**src/rtl/uart_rx_ctrl_pkg.sv**
```systemverilog
// Shared UART receive constants: data width, default oversample ratio and the
// 3-bit RX FSM state encodings also used by the TX controller.
package uart_rx_ctrl_pkg;

    localparam int unsigned DATA_WIDTH          = 8;
    localparam int unsigned UART_OVERSAMPLE_DEF = 16;

    localparam logic [2:0] UART_RX_IDLE   = 3'd0;
    localparam logic [2:0] UART_RX_START  = 3'd1;
    localparam logic [2:0] UART_RX_DATA   = 3'd2;
    localparam logic [2:0] UART_RX_PARITY = 3'd3;
    localparam logic [2:0] UART_RX_STOP   = 3'd4;

endpackage

```
**src/rtl/parity_checker.sv**
```systemverilog
// Odd-parity checker: flags an error when the received parity bit equals the
// XOR of the data bits, qualified by the load strobe.
module parity_checker #(
    parameter int unsigned Width = 8
) (
    input  logic             parity_load,
    input  logic             rx_in,
    input  logic [Width-1:0] parallel_in,
    output logic             parity_bit_error
);

    assign parity_bit_error = parity_load & (rx_in == ^parallel_in);

endmodule

```
**src/rtl/uart_rx_ctrl.sv**
```systemverilog
// UART receive controller: start detection, LSB-first shift-in, optional odd
// parity (enabled by defining UART_PARITY_EN), stop check and valid/ready output.
module uart_rx_ctrl
    import uart_rx_ctrl_pkg::*;
#(
    parameter int unsigned OVERSAMPLE = UART_OVERSAMPLE_DEF
) (
    input  logic                  clk,
    input  logic                  rst_n,
    input  logic                  baud_tick,
    input  logic                  rx_in,
    output logic [DATA_WIDTH-1:0] rx_data,
    output logic                  rx_valid,
    input  logic                  rx_ready,
    output logic                  parity_error,
    output logic                  framing_error,
    output logic                  overrun_error,
    output logic                  busy
);

    localparam int unsigned TickW = $clog2(OVERSAMPLE);
    localparam int unsigned BitW  = $clog2(DATA_WIDTH + 1);
    localparam logic [TickW-1:0] HalfLast = TickW'(OVERSAMPLE / 2 - 1);
    localparam logic [TickW-1:0] FullLast = TickW'(OVERSAMPLE - 1);
    localparam logic [BitW-1:0]  BitLast  = BitW'(DATA_WIDTH - 1);

    logic                  rx_meta_q, rxs_q, rxs_prev_q;
    logic [2:0]            state_q, state_d;
    logic [TickW-1:0]      tick_cnt_q, tick_cnt_d;
    logic [BitW-1:0]       bit_cnt_q, bit_cnt_d;
    logic [DATA_WIDTH-1:0] shift_q, shift_d;
    logic [DATA_WIDTH-1:0] data_q, data_d;
    logic                  valid_q, valid_d;
    logic                  ferr_q, ferr_d;
    logic                  ovr_q, ovr_d;
    logic                  stop_done;
    logic                  handshake;

`ifdef UART_PARITY_EN
    logic par_err_q, par_err_d;
    logic perr_q, perr_d;
    logic parity_load;
    logic parity_bit_error;

    assign parity_load = (state_q == UART_RX_PARITY) && baud_tick && (tick_cnt_q == FullLast);

    parity_checker #(
        .Width(DATA_WIDTH)
    ) u_parity_checker (
        .parity_load     (parity_load),
        .rx_in           (rxs_q),
        .parallel_in     (shift_q),
        .parity_bit_error(parity_bit_error)
    );
`endif

    always_comb begin
        state_d    = state_q;
        tick_cnt_d = tick_cnt_q;
        bit_cnt_d  = bit_cnt_q;
        shift_d    = shift_q;
        stop_done  = 1'b0;
`ifdef UART_PARITY_EN
        par_err_d  = par_err_q;
`endif
        case (state_q)
            UART_RX_IDLE: begin
                // Only a 1->0 edge starts a frame, so a stuck-low line never re-triggers.
                if (rxs_prev_q && !rxs_q) begin
                    state_d    = UART_RX_START;
                    tick_cnt_d = '0;
                end
            end
            UART_RX_START: begin
                if (baud_tick) begin
                    if (tick_cnt_q == HalfLast) begin
                        tick_cnt_d = '0;
                        bit_cnt_d  = '0;
                        state_d    = rxs_q ? UART_RX_IDLE : UART_RX_DATA;
                    end else begin
                        tick_cnt_d = tick_cnt_q + TickW'(1);
                    end
                end
            end
            UART_RX_DATA: begin
                if (baud_tick) begin
                    if (tick_cnt_q == FullLast) begin
                        tick_cnt_d = '0;
                        shift_d    = {rxs_q, shift_q[DATA_WIDTH-1:1]};
                        if (bit_cnt_q == BitLast) begin
                            bit_cnt_d = '0;
`ifdef UART_PARITY_EN
                            state_d   = UART_RX_PARITY;
`else
                            state_d   = UART_RX_STOP;
`endif
                        end else begin
                            bit_cnt_d = bit_cnt_q + BitW'(1);
                        end
                    end else begin
                        tick_cnt_d = tick_cnt_q + TickW'(1);
                    end
                end
            end
`ifdef UART_PARITY_EN
            UART_RX_PARITY: begin
                if (baud_tick) begin
                    if (tick_cnt_q == FullLast) begin
                        tick_cnt_d = '0;
                        par_err_d  = parity_bit_error;
                        state_d    = UART_RX_STOP;
                    end else begin
                        tick_cnt_d = tick_cnt_q + TickW'(1);
                    end
                end
            end
`endif
            UART_RX_STOP: begin
                if (baud_tick) begin
                    if (tick_cnt_q == FullLast) begin
                        tick_cnt_d = '0;
                        stop_done  = 1'b1;
                        state_d    = UART_RX_IDLE;
                    end else begin
                        tick_cnt_d = tick_cnt_q + TickW'(1);
                    end
                end
            end
            default: state_d = UART_RX_IDLE;
        endcase
    end

    assign handshake = valid_q && rx_ready;

    // A completion in the same cycle as a handshake replaces the word without overrun.
    always_comb begin
        data_d  = data_q;
        valid_d = valid_q;
        ferr_d  = ferr_q;
        ovr_d   = ovr_q;
`ifdef UART_PARITY_EN
        perr_d  = perr_q;
`endif
        if (handshake) begin
            valid_d = 1'b0;
            ovr_d   = 1'b0;
        end
        if (stop_done) begin
            data_d  = shift_q;
            valid_d = 1'b1;
            ferr_d  = ~rxs_q;
`ifdef UART_PARITY_EN
            perr_d  = par_err_q;
`endif
            if (valid_q && !handshake) begin
                ovr_d = 1'b1;
            end
        end
    end

    always_ff @(posedge clk or negedge rst_n) begin
        if (!rst_n) begin
            rx_meta_q  <= 1'b1;
            rxs_q      <= 1'b1;
            rxs_prev_q <= 1'b1;
            state_q    <= UART_RX_IDLE;
            tick_cnt_q <= '0;
            bit_cnt_q  <= '0;
            shift_q    <= '0;
            data_q     <= '0;
            valid_q    <= 1'b0;
            ferr_q     <= 1'b0;
            ovr_q      <= 1'b0;
`ifdef UART_PARITY_EN
            par_err_q  <= 1'b0;
            perr_q     <= 1'b0;
`endif
        end else begin
            rx_meta_q  <= rx_in;
            rxs_q      <= rx_meta_q;
            rxs_prev_q <= rxs_q;
            state_q    <= state_d;
            tick_cnt_q <= tick_cnt_d;
            bit_cnt_q  <= bit_cnt_d;
            shift_q    <= shift_d;
            data_q     <= data_d;
            valid_q    <= valid_d;
            ferr_q     <= ferr_d;
            ovr_q      <= ovr_d;
`ifdef UART_PARITY_EN
            par_err_q  <= par_err_d;
            perr_q     <= perr_d;
`endif
        end
    end

    assign rx_data       = data_q;
    assign rx_valid      = valid_q;
    assign framing_error = ferr_q;
    assign overrun_error = ovr_q;
    assign busy          = (state_q != UART_RX_IDLE);
`ifdef UART_PARITY_EN
    assign parity_error  = perr_q;
`else
    assign parity_error  = 1'b0;
`endif

endmodule

```
**config.mk**
```make
export PLATFORM = sky130hd
export DESIGN_NAME = uart_rx_ctrl
export DESIGN_NICKNAME = d
export VERILOG_FILES = /design/src/rtl/uart_rx_ctrl_pkg.sv /design/src/rtl/parity_checker.sv /design/src/rtl/uart_rx_ctrl.sv
export SDC_FILE = /design/constraint.sdc
export NUM_CORES = 1
export LEC_CHECK = 0
export ABC_AREA = 1
export ABC_CLOCK_PERIOD_IN_PS = 3900
export BUFFER_PORTS_ARGS = -buffer_cell sky130_fd_sc_hd__buf_2
export CORE_MARGIN = 2
export CORE_UTILIZATION = 62
export CTS_CLUSTER_SIZE = 20
export DETAILED_ROUTE_END_ITERATION = 7
export GPL_TIMING_DRIVEN = 1
export PLACE_DENSITY = 0.88
export REMOVE_ABC_BUFFERS = 1
export SYNTH_ARGS = -nofsm -noshare
export SYNTH_HDL_FRONTEND = slang
export SYNTH_HIERARCHICAL = 1
export SYNTH_SLANG_ARGS = --single-unit
```
**constraint.sdc**
```tcl
create_clock -name clk -period 3.9 [get_ports clk]
set_input_delay 0.78 -clock clk [delete_from_list [all_inputs] [get_ports clk]]
set_output_delay 0.78 -clock clk [all_outputs]
set_load 0.01 [all_outputs]
```
==> run metrics, run 1 <==
max incr delay on CP=around 0.48 ns; status=complete, no violations; peak ir drop on the vdd network=0.000518 V; WS Path Type=flop to output pin; RePlAce Congestion=around 0.80; Setup-failing EPs final=0; Worst Skew=0.00865 ns; Net Sw Power=0.000432 W; CP top delay family=flip-flops; syn_area_per_cell=8.84 um2; Final Hold Viols=0; full die area=3190 um2; Non-Filler Instances=244; total number of vias=1277; Switching Fraction=39.6%; number of synthesized register bits=33; dpl cells=between 200 and 250; crit path buf inv count=3; Slowest cell on crit path=dfrtp_1; Antenna Violating Nets Remaining=0; H-tree levels=2; Clock Latency Late Sink=approximately 0.32 ns; ranking of synthesized cells by area=dfrtp_1 (44%), nand2_1 (13%), o21ai_2 (8.2%); Reg2Reg Setup Slack=2.33 ns; largest net degree at the start of global routing=34; first-pass GRT wire length=5.35 mm; Met3 Wirelength=104 um; Routed WL per cell=12.6 um; Ports=18; Hold EP=rxs_q; drt pass-1 iters=4; Slew @ Worst Pin=0.709 ns; final setup TNS=0 ns; met1 WL=1.35 mm; R2R Path End=rx_data[3]; yosys warns=6; total core area=2690 um2; Top Metal Used=met4; synth-to-layout area growth=9.54%; Iter 0 DRT Violations=51; CP Max Fanout=7; number of antenna diodes=0; leakage power=0.978 nW; Pwr Density=583 nW/um2; CP startpoint kind=flop; cell accounting for the most synthesized area=dfrtp_1; Post-CTS Setup Bufs=0; Hold Crit Class=flop to flop; Final Critical Period=2.24 ns; Cell Area, Synth=around 1700 um2; CTS tree=built; Routed WL=approximately 3.1 mm; Clk pwr share=24.2%; nets@finish=219; number of buffers added on ports=16; Worst Hold Slack=around 0.36 ns; hold buffer count at CTS=0; # DRC=0; metal2 WL=1.60 mm; Slew HR=52.7%; Reg2Reg Depth=6; Max Root-Sink Buffers=2; Die X=around 56 um; vias in the first global route=between 1000 and 1500; register area share after synthesis=approximately half; Synth Instances=193; most used cell, CP=inv_1; gr usage total=21.9%; Row Count=19; CTS Root Cell=clkbuf_4; post-CTS resize count=0; Slew Limit Fails=0; CP Cell Sequence=nor2_2, inv_1, nor2_1, inv_1, buf_2; area share of the largest cell type after synthesis=44.0%; internal power=0.000658 W; Logic pwr share=36.7%; Initial Util=63.5%; clock buffer count from CTS=5; Hold Crit Start=rx_meta_q; CTS clk-pin slew, worst paths=0.10 ns; sequential share of power=slightly below 40%; Die H=56.4 um; WP data arrival=1.46 ns; hpwl dp=2.18 mm; Peak Freq=446 MHz; remaining global-route overflow=0; final worst-path cycle share=57.5%; max cap viols=0; Clock Sinks=33; Netlist cell types=23; share of cells above drive strength 1=31.9%; crit end category=output pin; number of vias per cell=between 5 and 6; worst flop-to-flop path startpoint=tick_cnt_q[0]; hold path depth=0; RSZ-0062 raised after global routing=no; CP Data Required Time=3.12 ns; antenna violations before repair=0
==> worst register-to-register path: cells and delay by family (launching register included) <==
kind	cells	cell delay [ns]
AND/OR/NAND/NOR	4	0.78
flip-flops	1	0.41
adder cells (fa/ha/maj)	1	0.21
AO/OA/AOI/OAI	1	0.07
==> layer usage <==
layer	GRT usage, %	vias to the layer above
met4	8.84	0
met3	6.22	4
met5	0	-
li1	-	644
met1	27.1	605
met2	36.0	24
==> power by group through the flow <==
stage          sequential (W)  clock [W]  combinational (W)
2_1_floorplan        0.000422          0           0.000311
3_3_place_gp         0.000429          0           0.000383
3_5_place_dp         0.000431          0           0.000389
4_1_cts              0.000425   0.000271           0.000398
5_1_grt              0.000430   0.000284           0.000441
6_report             0.000426   0.000264           0.000400
==> state kept, by name, summed over array words and instances, names as in the netlist, 3 cells and up, named ones only <==
register / flops
rx_data: 8
shift_q: 8
bit_cnt_q: 4
tick_cnt_q: 4
state_q: 3
==> logic make-up (layout without fill, tap and decap cells) <==
| logic type | after synthesis | count (layout) | synth area share, % |
|---|---|---|---|
| and+or+nand+nor | 110 | 110 | 31.3 |
| DFF | 33 | 33 | 48.6 |
| AOI/OAI and AO/OA | 22 | 22 | 10.4 |
| buffers and inverters | 22 | 42 | 6.38 |
| xor gates and xnor gates | 3 | 3 | 1.54 |
| adders and majority gates | 2 | 2 | 1.47 |
| other | 1 | 1 | 0.220 |
==> through the flow <==
step           area (um2)  power (W)  util, %  setup WS (ns)
2_1_floorplan        1660   0.000734        -           2.21
3_3_place_gp         1780   0.000811     66.4           2.07
3_5_place_dp         1780   0.000820     66.4           2.04
4_1_cts              1870    0.00109     69.5           1.66
5_1_grt              1870    0.00116     69.5           1.54
6_report             1870    0.00109     69.5           1.66
==> cells in the final DEF (no fill, tap or decap) <==
cell type / synthesis / layout
nand3_1: 16 / 16
o21a_1: 3 / 3
inv_2: 2 / 2
nand4_1: 1 / 1
nor2_2: 4 / 4
xor2_1: 2 / 2
ha_1: 2 / 2
dfrtp_1: 30 / 30
clkbuf_1: 0 / 1
xnor2_1: 1 / 1
clkbuf_8: 0 / 1
o21ai_0: 1 / 1
nand2_4: 2 / 2
nor2_4: 5 / 5
conb_1: 1 / 1
nand2_1: 60 / 60
inv_1: 16 / 16
clkbuf_4: 0 / 5
o21ai_2: 16 / 16
a21oi_1: 2 / 2
nor2_1: 8 / 8
bufinv_16: 0 / 1
nand2_2: 13 / 13
nand3b_1: 1 / 1
dfstp_2: 3 / 3
buf_2: 0 / 16
==> synthesized netlist by cell type <==
cell / number
nand2_1: 60
dfrtp_1: 30
inv_1: 16
nand3_1: 16
o21ai_2: 16
nand2_2: 13
nor2_1: 8
nor2_4: 5
nor2_2: 4
buf_6: 3
dfstp_2: 3
o21a_1: 3
a21oi_1: 2
ha_1: 2
inv_2: 2
nand2_4: 2
xor2_1: 2
buf_4: 1
conb_1: 1
nand3b_1: 1
nand4_1: 1
o21ai_0: 1
xnor2_1: 1
==> cell type report <==
cell class | instances | area, um2
clock buffers | 7 | 55.1
inverters | 18 | 67.6
flip-flops and latches | 33 | 830
repair buffers | 16 | 80.1
fillers | 200 | 818
well taps | 31 | 38.8
clock inverters | 1 | 30.0
multi-input cells | 138 | 767
==> worst max-delay path by stage <==
stage,start,end,cells after the start
3_3_place_gp,state_q[1],busy,5
6_report,state_q[1],busy,5
5_1_grt,state_q[1],busy,5
2_1_floorplan,state_q[1],busy,4
4_1_cts,state_q[1],busy,5
3_5_place_dp,state_q[1],busy,5
No activity file was read; power rests on OpenSTA's default activity.
==> run 2: changes to the inputs <==
--- a/config.mk
+++ b/config.mk
@@ -6,14 +6,14 @@
 export NUM_CORES = 1
 export LEC_CHECK = 0
 export ABC_AREA = 1
-export ABC_CLOCK_PERIOD_IN_PS = 3900
+export ABC_CLOCK_PERIOD_IN_PS = 1830
 export BUFFER_PORTS_ARGS = -buffer_cell sky130_fd_sc_hd__buf_2
 export CORE_MARGIN = 2
-export CORE_UTILIZATION = 62
+export CORE_UTILIZATION = 52
 export CTS_CLUSTER_SIZE = 20
 export DETAILED_ROUTE_END_ITERATION = 7
 export GPL_TIMING_DRIVEN = 1
-export PLACE_DENSITY = 0.88
+export PLACE_DENSITY = 0.8
 export REMOVE_ABC_BUFFERS = 1
 export SYNTH_ARGS = -nofsm -noshare
 export SYNTH_HDL_FRONTEND = slang
==> constraint.sdc (replaced) <==
create_clock -name clk -period 1.83 [get_ports clk]
set_input_delay 0.366 -clock clk [delete_from_list [all_inputs] [get_ports clk]]
set_output_delay 0.366 -clock clk [all_outputs]
set_load 0.01 [all_outputs]
==> run 2 against run 1 <==
Net effect: combinational power up 120%; sequential share of layout area is 1.0 points lower; critical path depth stayed put; clock power increased by 130%; highest routed layer unchanged; worst setup slack got worse by 1.6 ns; sequential cell count unchanged; register-to-register slack worse by 2.0 ns.
==> run metrics, run 2 (synthesized netlist as in run 1, its figures left out) <==
status=complete, no violations; Setup-failing EPs final=0 (unchanged); final setup TNS=0 ns (unchanged); leakage power=0.990 nW (+1.3%); Worst Hold Slack=0.0562 ns (-0.307 ns); WP data arrival=1.37 ns (-0.09 ns); grt met3 use=6.30% (+0.081 points); gr usage total=19.3% (-2.6 points); hold buffer count at CTS=0 (unchanged); synth-to-layout area growth=12.5%; max incr delay on CP=0.48 ns (about the same); met2 Resource Use GR=30.2% (-5.8 points); Routed WL=3.00 mm (-2.7%); Max Root-Sink Buffers=2 (unchanged); grt met1 use=24.6% (-2.5 points); Reg2Reg Depth=7 (+1); largest net degree at the start of global routing=34 (unchanged); share of cells above drive strength 1=34.3% (+2.3 points); # DRC=0 (unchanged); most common cell after layout, fill and taps aside=nand2_1; Clock Latency Late Sink=0.35 ns (+0.03 ns); Clock Sinks=33 (unchanged); RSZ-0062 raised after global routing=no; most used cell, CP=inv_1; busiest grt layer=met2; peak ir drop on the vdd network=0.00104 V (+100%); CTS Root Cell=clkbuf_4; Reg2Reg Setup Slack=0.33 ns (-2.00 ns); total core area=3080 um2 (+15%); Peak Freq=577 MHz; worst flop-to-flop path startpoint=state_q[2]; nets@finish=222 (+1.4%); Slowest cell on crit path=dfrtp_2; Worst Skew=0.00722 ns (-0.00143 ns); Die X=61.3 um (+8.5%); hpwl dp=2.03 mm (-6.6%); RePlAce Congestion=0.810 (+1.8%); R2R Path End=tick_cnt_q[3]; H-tree levels=2 (unchanged); drt pass-1 iters=4 (unchanged); Cell Area, Placed=1800 um2 (+0.91%); Row Count=20 (+1); Slew Limit Fails=0 (unchanged); Final Cell Area=1920 um2 (+2.7%); WS Path Type=flop to output pin; Final Critical Period=around 1.7 ns; Pwr Density=1250 nW/um2 (+110%); most frequent cells in the layout=nand2_1 (60), dfrtp_1 (28); fin util=62.3% (-7.2 points); antenna violations before repair=0 (unchanged); Final Hold Viols=0 (unchanged); CP Max Fanout=6 (-1); Crit. Startpoint=state_q[0]; Routed WL per cell=11.5 um (-8.7%); Slew HR=52.4% (-0.29 points); Hold Crit Class=primary input to asynchronous set/reset pin; Iter 0 DRT Violations=50 (-2.0%); Die H=61.3 um (+8.5%); Initial Util=55.4% (-8.1 points); CP Cell Sequence=nor2_4, inv_1, nor2_1, inv_1, buf_2; CTS clk-pin slew, worst paths=0.11 ns (about the same); max cap viols=0 (unchanged); final worst-path cycle share=94.7%; number of antenna diodes=0 (unchanged); Antenna Violating Nets Remaining=0 (unchanged); first-pass GRT wire length=5.16 mm (-3.6%); crit end category=output pin; CP Data Required Time=1.46 ns (-1.66 ns); clock buffer count from CTS=5 (unchanged); vias in the first global route=1190 (-5.8%); CTS tree=built; remaining global-route overflow=0 (unchanged); Ports=18 (unchanged); total number of vias=1284 (+0.55%); number of buffers added on ports=16 (unchanged); full die area=3750 um2 (+18%); CP startpoint kind=flop; number of vias per cell=4.94 (-5.6%); Slew @ Worst Pin=0.713 ns (+0.00430 ns)
[run 2: cell types whose count changed in the layout (fill, tap and decap cells not counted), sizes merged]
cell,delta
clkbuf,-1
buf,+3
clkinvlp,+1
[run 2: how the worst max path moves through the flow]
stage / endpoint / slack [ns] / depth (start not counted)
3_3_place_gp: busy / 0.38 / 5
5_1_grt: busy / 0.007 / 5
6_report: busy / 0.1 / 5
2_1_floorplan: flop / 0.49 / 6
4_1_cts: busy / 0.03 / 5
3_5_place_dp: busy / 0.38 / 5
[run 2: cell type report]
type / instances / area, um2
well taps: 44 / 55.1
clock buffers: 6 / 51.3
clock inverters: 2 / 37.5
inverters: 18 / 67.6
repair buffers: 19 / 103
flip-flops and latches: 33 / 832
multi-input cells: 138 / 772
fillers: 267 / 1160
[run 2: through the flow]
| step | std cells | total power, W | setup WS, ns |
|---|---|---|---|
| after CTS | 257 | 0.00234 | 0.0284 |
| after floorplan | 189 | 0.00156 | 0.488 |
| after detailed placement | 249 | 0.00173 | 0.378 |
| final | 260 | 0.00239 | 0.0977 |
| after global routing | 260 | 0.00255 | 0.00728 |
| after global placement | 249 | 0.00172 | 0.383 |
[run 2: report_power, final]
part	internal, W	switching, W	total, W
Sequential	0.000804	0.000107	0.000911
Combinational	0.000312	0.000575	0.000887
Clock	0.000324	0.000270	0.000595
[run 2: critical path: cells and delay by family, from the launching register on]
family | cells | cell delay (ns)
flops | 1 | 0.48
simple gates | 2 | 0.29
buf+inv | 3 | 0.25
[run 2: repair_timing]
item | CTS | global route
buffers inserted | 0 | 3
pin swaps | 0 | 0
resized for setup | 1 | 2
endpoints found under the setup margin | 1 | 1
endpoints found under the hold margin | 0 | 0
[run 2: routing by layer]
metal | part of all wire, % | routed length, um | vias up
met2 | 48 | 1430 | 23
met3 | 4.0 | 121 | 9
met4 | 2.6 | 77 | 0
met5 | 0 | 0 | -
li1 | - | - | 646
met1 | 46 | 1370 | 606
